[config.mk]
export PLATFORM = sky130hd
export DESIGN_NAME = layers_mosi_dispatcher_flat
export DESIGN_NICKNAME = d
export VERILOG_FILES = /design/src/rtl/layers_mosi_dispatcher_if.sv /design/src/rtl/layers_mosi_dispatcher.sv /design/src/flat_wrapper.sv
export SDC_FILE = /design/constraint.sdc
export NUM_CORES = 1
export LEC_CHECK = 0
export CAP_MARGIN = 20
export CELL_PAD_IN_SITES_DETAIL_PLACEMENT = 0
export CELL_PAD_IN_SITES_GLOBAL_PLACEMENT = 1
export CORE_UTILIZATION = 40
export CTS_CLUSTER_SIZE = 10
export DETAILED_ROUTE_END_ITERATION = 6
export DONT_BUFFER_PORTS = 1
export PLACE_DENSITY_LB_ADDON = 0.1
export SYNTH_ARGS = -nofsm -noshare
export SYNTH_HDL_FRONTEND = slang
export SYNTH_SLANG_ARGS = --single-unit
[constraint.sdc]
create_clock -name clk_core -period 3.8 [get_ports clk_core]
set_input_delay 0.57 -clock clk_core [delete_from_list [all_inputs] [get_ports clk_core]]
set_output_delay 0.57 -clock clk_core [all_outputs]
set_load 0.05 [all_outputs]
[src/rtl/layers_mosi_dispatcher_if.sv]
// Host byte stream plus per-layer MOSI AXI-Stream bundle for layers_mosi_dispatcher.
// master: the dispatcher side (consumes the host stream, drives the layer streams).
// slave : the environment side (host source and layer sinks).
interface layers_mosi_dispatcher_if #(
    parameter int unsigned LAYER_COUNT = 5
);
    logic [7:0]               s_axis_tdata;
    logic                     s_axis_tvalid;
    logic                     s_axis_tlast;
    logic                     s_axis_tready;
    logic [LAYER_COUNT*8-1:0] layers_mosi_m_axis_tdata;
    logic [LAYER_COUNT-1:0]   layers_mosi_m_axis_tvalid;
    logic [LAYER_COUNT-1:0]   layers_mosi_m_axis_tlast;
    logic [LAYER_COUNT-1:0]   layers_mosi_m_axis_tready;

    modport master (
        input  s_axis_tdata,
        input  s_axis_tvalid,
        input  s_axis_tlast,
        output s_axis_tready,
        output layers_mosi_m_axis_tdata,
        output layers_mosi_m_axis_tvalid,
        output layers_mosi_m_axis_tlast,
        input  layers_mosi_m_axis_tready
    );

    modport slave (
        output s_axis_tdata,
        output s_axis_tvalid,
        output s_axis_tlast,
        input  s_axis_tready,
        input  layers_mosi_m_axis_tdata,
        input  layers_mosi_m_axis_tvalid,
        input  layers_mosi_m_axis_tlast,
        output layers_mosi_m_axis_tready
    );
endinterface

[src/rtl/layers_mosi_dispatcher.sv]
// Splits a framed host byte stream (ID, LEN_HI, LEN_LO, payload) onto per-layer MOSI streams.
// Payload is a zero-latency combinational pass-through to the selected layer(s).
// Optional: define LAYERS_MOSI_DISPATCH_BROADCAST_EN to make ID 0xFF address every
// non-disabled layer; otherwise 0xFF is an invalid ID.
module layers_mosi_dispatcher #(
    parameter int unsigned LAYER_COUNT = 5
) (
    input  logic                   clk_core,
    input  logic                   clk_core_resn,
    layers_mosi_dispatcher_if.master bus,
    input  logic [LAYER_COUNT-1:0] config_layers_disable,
    output logic                   status_busy,
    output logic [7:0]             status_current_layer,
    output logic [LAYER_COUNT-1:0] stat_frame_dispatched,
    output logic                   stat_err_bad_dest,
    output logic                   stat_err_truncated
);

    typedef enum logic [2:0] {
        StHdrId,
        StHdrLenHi,
        StHdrLenLo,
        StPayload,
        StDrop
    } state_e;

    state_e                 r_state;
    state_e                 w_state_next;
    logic [7:0]             r_dest;
    logic [7:0]             w_dest_next;
    logic [7:0]             r_len_hi;
    logic [7:0]             w_len_hi_next;
    logic [15:0]            r_remaining;
    logic [15:0]            w_remaining_next;
    logic [LAYER_COUNT-1:0] r_sel;
    logic [LAYER_COUNT-1:0] w_sel_next;
    logic [LAYER_COUNT-1:0] r_dispatched;
    logic [LAYER_COUNT-1:0] w_dispatched_next;
    logic                   r_active;
    logic [LAYER_COUNT-1:0] w_sel_mask;
    logic                   w_s_tready;
    logic [LAYER_COUNT-1:0] w_m_tvalid;
    logic [LAYER_COUNT-1:0] w_m_tlast;
    logic                   w_bad_dest;
    logic                   w_trunc;
    logic                   w_last_byte;
    logic [15:0]            w_len;

    // Layer selection decoded from the latched ID, masked by the disable vector.
    always_comb begin
        w_sel_mask = '0;
        for (int unsigned li = 0; li < LAYER_COUNT; li++) begin
            if (r_dest == 8'(li + 1)) begin
                w_sel_mask[li] = 1'b1;
            end
        end
`ifdef LAYERS_MOSI_DISPATCH_BROADCAST_EN
        if (r_dest == 8'hFF) begin
            w_sel_mask = '1;
        end
`endif
        w_sel_mask = w_sel_mask & ~config_layers_disable;
    end

    assign w_len       = {r_len_hi, bus.s_axis_tdata};
    assign w_last_byte = (r_remaining == 16'd1) || bus.s_axis_tlast;

    // Next-state, handshake and stream routing.
    always_comb begin
        w_state_next      = r_state;
        w_dest_next       = r_dest;
        w_len_hi_next     = r_len_hi;
        w_remaining_next  = r_remaining;
        w_sel_next        = r_sel;
        w_dispatched_next = '0;
        w_bad_dest        = 1'b0;
        w_trunc           = 1'b0;
        w_s_tready        = 1'b0;
        w_m_tvalid        = '0;
        w_m_tlast         = '0;
        unique case (r_state)
            StHdrId: begin
                // r_active keeps tready low while reset is asserted
                w_s_tready = r_active;
                if (bus.s_axis_tvalid && w_s_tready) begin
                    w_dest_next  = bus.s_axis_tdata;
                    w_state_next = StHdrLenHi;
                end
            end
            StHdrLenHi: begin
                w_s_tready = 1'b1;
                if (bus.s_axis_tvalid) begin
                    w_len_hi_next = bus.s_axis_tdata;
                    w_state_next  = StHdrLenLo;
                end
            end
            StHdrLenLo: begin
                w_s_tready = 1'b1;
                if (bus.s_axis_tvalid) begin
                    w_remaining_next = w_len;
                    if (w_len == 16'd0) begin
                        w_state_next = StHdrId;
                    end else if (|w_sel_mask) begin
                        w_sel_next   = w_sel_mask;
                        w_state_next = StPayload;
                    end else begin
                        w_sel_next   = '0;
                        w_bad_dest   = 1'b1;
                        w_state_next = StDrop;
                    end
                end
            end
            StPayload: begin
                // Host waits until every selected layer is ready
                w_s_tready = &(bus.layers_mosi_m_axis_tready | ~r_sel);
                w_m_tvalid = r_sel & {LAYER_COUNT{bus.s_axis_tvalid}};
                w_m_tlast  = r_sel & {LAYER_COUNT{w_last_byte}};
                if (bus.s_axis_tvalid && w_s_tready) begin
                    w_remaining_next = r_remaining - 16'd1;
                    if (r_remaining == 16'd1) begin
                        w_dispatched_next = r_sel;
                        w_state_next      = StHdrId;
                    end else if (bus.s_axis_tlast) begin
                        w_trunc      = 1'b1;
                        w_state_next = StHdrId;
                    end
                end
            end
            StDrop: begin
                w_s_tready = 1'b1;
                if (bus.s_axis_tvalid) begin
                    w_remaining_next = r_remaining - 16'd1;
                    if (r_remaining == 16'd1) begin
                        w_state_next = StHdrId;
                    end else if (bus.s_axis_tlast) begin
                        w_trunc      = 1'b1;
                        w_state_next = StHdrId;
                    end
                end
            end
            default: begin
                w_state_next = StHdrId;
            end
        endcase
    end

    // State and frame context registers.
    always_ff @(posedge clk_core or negedge clk_core_resn) begin
        if (!clk_core_resn) begin
            r_state      <= StHdrId;
            r_dest       <= 8'd0;
            r_len_hi     <= 8'd0;
            r_remaining  <= 16'd0;
            r_sel        <= '0;
            r_dispatched <= '0;
            r_active     <= 1'b0;
        end else begin
            r_state      <= w_state_next;
            r_dest       <= w_dest_next;
            r_len_hi     <= w_len_hi_next;
            r_remaining  <= w_remaining_next;
            r_sel        <= w_sel_next;
            r_dispatched <= w_dispatched_next;
            r_active     <= 1'b1;
        end
    end

    // Unselected lanes carry the same byte but never assert tvalid.
    assign bus.layers_mosi_m_axis_tdata  = {LAYER_COUNT{bus.s_axis_tdata}};
    assign bus.layers_mosi_m_axis_tvalid = w_m_tvalid;
    assign bus.layers_mosi_m_axis_tlast  = w_m_tlast;
    assign bus.s_axis_tready             = w_s_tready;

    assign status_busy           = (r_state != StHdrId);
    assign status_current_layer  = (r_state == StHdrId) ? 8'd0 : r_dest;
    assign stat_frame_dispatched = r_dispatched;
    assign stat_err_bad_dest     = w_bad_dest;
    assign stat_err_truncated    = w_trunc;

endmodule

[src/flat_wrapper.sv]
// flat-port wrapper written by rule: the top's interface ports become plain ports
module layers_mosi_dispatcher_flat 
#(
    parameter int unsigned LAYER_COUNT = 5
)
  (clk_core, clk_core_resn, config_layers_disable, status_busy, status_current_layer, stat_frame_dispatched, stat_err_bad_dest, stat_err_truncated, bus_s_axis_tdata, bus_s_axis_tvalid, bus_s_axis_tlast, bus_s_axis_tready, bus_layers_mosi_m_axis_tdata, bus_layers_mosi_m_axis_tvalid, bus_layers_mosi_m_axis_tlast, bus_layers_mosi_m_axis_tready);
  layers_mosi_dispatcher_if #(.LAYER_COUNT(LAYER_COUNT)) bus_i ();
  input  logic clk_core;
  input  logic clk_core_resn;
  input  logic [LAYER_COUNT-1:0] config_layers_disable;
  output logic status_busy;
  output logic [7:0] status_current_layer;
  output logic [LAYER_COUNT-1:0] stat_frame_dispatched;
  output logic stat_err_bad_dest;
  output logic stat_err_truncated;
  input wire logic [$bits(bus_i.s_axis_tdata)-1:0] bus_s_axis_tdata;
  input wire logic [$bits(bus_i.s_axis_tvalid)-1:0] bus_s_axis_tvalid;
  input wire logic [$bits(bus_i.s_axis_tlast)-1:0] bus_s_axis_tlast;
  output wire logic [$bits(bus_i.s_axis_tready)-1:0] bus_s_axis_tready;
  output wire logic [$bits(bus_i.layers_mosi_m_axis_tdata)-1:0] bus_layers_mosi_m_axis_tdata;
  output wire logic [$bits(bus_i.layers_mosi_m_axis_tvalid)-1:0] bus_layers_mosi_m_axis_tvalid;
  output wire logic [$bits(bus_i.layers_mosi_m_axis_tlast)-1:0] bus_layers_mosi_m_axis_tlast;
  input wire logic [$bits(bus_i.layers_mosi_m_axis_tready)-1:0] bus_layers_mosi_m_axis_tready;
  assign bus_i.s_axis_tdata = bus_s_axis_tdata;
  assign bus_i.s_axis_tvalid = bus_s_axis_tvalid;
  assign bus_i.s_axis_tlast = bus_s_axis_tlast;
  assign bus_s_axis_tready = bus_i.s_axis_tready;
  assign bus_layers_mosi_m_axis_tdata = bus_i.layers_mosi_m_axis_tdata;
  assign bus_layers_mosi_m_axis_tvalid = bus_i.layers_mosi_m_axis_tvalid;
  assign bus_layers_mosi_m_axis_tlast = bus_i.layers_mosi_m_axis_tlast;
  assign bus_i.layers_mosi_m_axis_tready = bus_layers_mosi_m_axis_tready;
  layers_mosi_dispatcher #(.LAYER_COUNT(LAYER_COUNT)) u_core (.clk_core(clk_core), .clk_core_resn(clk_core_resn), .bus(bus_i), .config_layers_disable(config_layers_disable), .status_busy(status_busy), .status_current_layer(status_current_layer), .stat_frame_dispatched(stat_frame_dispatched), .stat_err_bad_dest(stat_err_bad_dest), .stat_err_truncated(stat_err_truncated));
endmodule
==> flow_summary.yaml <==
place:
  routabilityCongestion: 0.799
  place_area_sq_um: 2690
  dpl.hpwl_microns: 4870
  port_buffers: 0
run_status:
  status: "finished, final reports clean"
finish:
  area_growth_pct: -3.31
  design_area_sq_um: 2810
  layout_commonest_cell: "dfrtp_1"
  diodes: 0
  mostFrequentLayoutCells: "dfrtp_1 (46), nand2_1 (23), nor2_1 (22)"
  final_nets: 302
  final_layout_size_suffix_gt1_share_pct: 12.9
yosys:
  async_flop_share_pct: 100
  synth_cells: 320
  synth_top_area_share_pct: 39.6
  synth_ff_type: "dfrtp_1"
  synth-edff-count: 0
  synthesis.area_sq_um: 2910
  synth_area_leader_cell: "dfrtp_1"
  yosys-top-cells-area: "dfrtp_1 (40%), buf_4 (10%), mux2_2 (6.6%), and2_1 (3.4%), a21oi_1 (3.1%)"
  synth_fp_nets: 344
  ys_seq_area_share_pct: 39.6
  yosys_warnings: 0
  synthDistinctLibCells: 51
  ys_ff_latch: 46
  syn_avg_cell_area_sq_um: 9.09
timing:
  hold_viol_final: 0
  setup_viol: 0
  worstMarginPinSlew_ns: 0.959
  rsz0062_at_grt: "no"
  slew-limit-headroom_pct: 36.0
  period_needed_ns: 2.94
  min_period_over_period_pct: 77.3
  max_freq_mhz: 340
  timing.setup.tns_ns: 0
  report.final.slew_viol_count: 0
  fin_worst_skew_ns: 0.0119
setup_path:
  crit_fanout: 5
  crit_chain: "or4_1, and4bb_2, nor2_1, nor2_1, and2_1"
  worstRegToRegCells: 5
  critical_path_class: "flip-flop to primary output"
  crit_buf_inv: 0
  crit_arrival_ns: 2.37
  slowest_stage: "or4_1"
  r2r_setup_slack_ns: 1.34
  max_stage_delay_ns: 0.55
  r2r-start: "u_core.r_state[1]"
  crit_family: "simple AND/OR/NAND/NOR gates"
  cpMostUsedCell: "nor2_1"
  required_ns: 3.23
  end_kind: "primary output"
  cp-start-kind: "flip-flop"
  rr_endpoint: "u_core.r_remaining[9]"
routing:
  drt-initial-drc-count: 94
  ant_nets: 0
  vias_per_cell: 5.55
  dr_total_vias: 2083
  drt-pass1-iter-count: 4
  wl_microns: 6790
  drc: 0
  wl_per_cell_microns: 18.1
global_route:
  grt_pass1_wl_microns: 11200
  grt_pass1_vias: 2010
  grt_max_degree: 47
  grt_usage_pct: 19.5
  overflow: 0
  antenna_found_initial: 0
cts:
  ctsRootBufferMaster: "clkbuf_8"
  clock_latency_ns: 0.31
  cts_tree: "yes"
  clk_pin_slew_ns: 0.09
  cts.htree.levels: 2
  max-clock-path-buffers: 2
  cts_made_buffers: 5
  ctsResizeCount: 0
  cts_sinks: 46
power_and_ir_drop:
  ir_worst_vdd_uv: 515
  power_density_nw_per_um2: 848
  p_leak_nw: 1.12
floorplanning:
  die_area_sq_um: 7620
  ios: 89
  core_sq_um: 6910
  dieWidth_microns: 87.3
  std_cell_rows: 30
  floorplan.initialDensity_pct: 42.1
  die_y_microns: 87.3
hold_path:
  min-delay-path-class: "input pin to async pin"
flow_run:
  drv_cap: 0
==> report_power, final <==
| part | leakage, nW | internal, mW | switching [mW] |
|---|---|---|---|
| clock | 0.0489 | 0.151 | 0.176 |
| sequential | 0.568 | 0.679 | 0.241 |
| combinational | 0.503 | 0.403 | 0.735 |
==> metal layers <==
layer	GRT usage, %	vias to the layer above	routed length [microns]
met5	0	-	0
met2	28.3	61	2910
met4	5.81	0	79
met3	5.02	8	446
met1	28.2	1001	3350
li1	-	1013	-
==> stage by stage <==
stage | cells | worst slack, ns | util [%] | power, mW | hold WS [ns]
floorplan | 320 | 0.561 | - | 1.95 | 0.274
global placement | 366 | 1.13 | 38.9 | 2.05 | 0.275
detailed placement | 366 | 1.06 | 38.9 | 2.05 | 0.275
CTS | 375 | 0.849 | 40.7 | 2.40 | 0.105
global route | 375 | 0.672 | 40.7 | 2.56 | 0.102
finish | 375 | 0.862 | 40.7 | 2.38 | 0.0902
==> layout make-up <==
type	instances	area (sq um)
inverter	10	37.5
fill	727	4090
timing repair buffer	5	57.6
multi-input combinational	210	1350
clock inverter	1	8.76
tap	96	120
sequential	46	1150
clock buffer	7	86.3
==> registers in the layout, indices dropped and copies added (netlist names) <==
register / cells
u_core.r_dest: 8
u_core.r_len_hi: 8
u_core.stat_frame_dispatched: 5
u_core.r_remaining: 16
u_core.r_sel: 5
u_core.r_state: 3
u_core.r_active: 1
==> synth_stat cells, types with 2 or more instances <==
cell type,n
a21oi_1,18
a22oi_1,4
a2bb2oi_1,5
a32oi_1,2
and2_1,16
and3_1,2
buf_2,7
buf_4,40
clkbuf_1,5
dfrtp_1,46
ha_1,2
inv_1,10
mux2_2,17
mux2i_1,2
nand2_1,23
nand2b_1,2
nand3_1,9
nand4_1,3
nor2_1,22
nor2b_1,12
nor3_1,6
nor3_2,2
nor4_1,5
o211ai_1,2
o21ai_0,12
o21ai_1,8
o22ai_1,8
o41ai_1,2
or3_1,3
or4_1,4
==> kinds of logic (layout without fill, tap and decap cells) <==
logic type,count (synthesis),after routing,share of synthesized area (%)
compound gates,73,73,16.3
xor+xnor,1,1,0.301
fa+ha+maj,2,2,0.860
buf+inv,64,23,14.0
flops,46,46,39.6
mux,19,19,7.27
other cells,1,1,0.129
simple gates,114,114,21.5
==> how the worst max path moves through the flow <==
stage / startpoint / endpoint / cells after the start
2_1_floorplan: bus_layers_mosi_m_axis_tready[1] / stat_err_truncated / 5
3_3_place_gp: bus_layers_mosi_m_axis_tready[1] / stat_err_truncated / 6
3_5_place_dp: bus_layers_mosi_m_axis_tready[1] / stat_err_truncated / 6
4_1_cts: u_core.r_remaining[13] / bus_layers_mosi_m_axis_tlast[4] / 5
5_1_grt: u_core.r_state[1] / stat_err_bad_dest / 5
6_report: u_core.r_remaining[13] / bus_layers_mosi_m_axis_tlast[4] / 5
==> timing repair <==
action                     4_1_cts  5_1_grt
hold endpoints to repair        46        0
hold buffers                     1        0
setup buffers                    0        0
setup endpoints to repair        0        0
(Power assumes the default switching activity.)
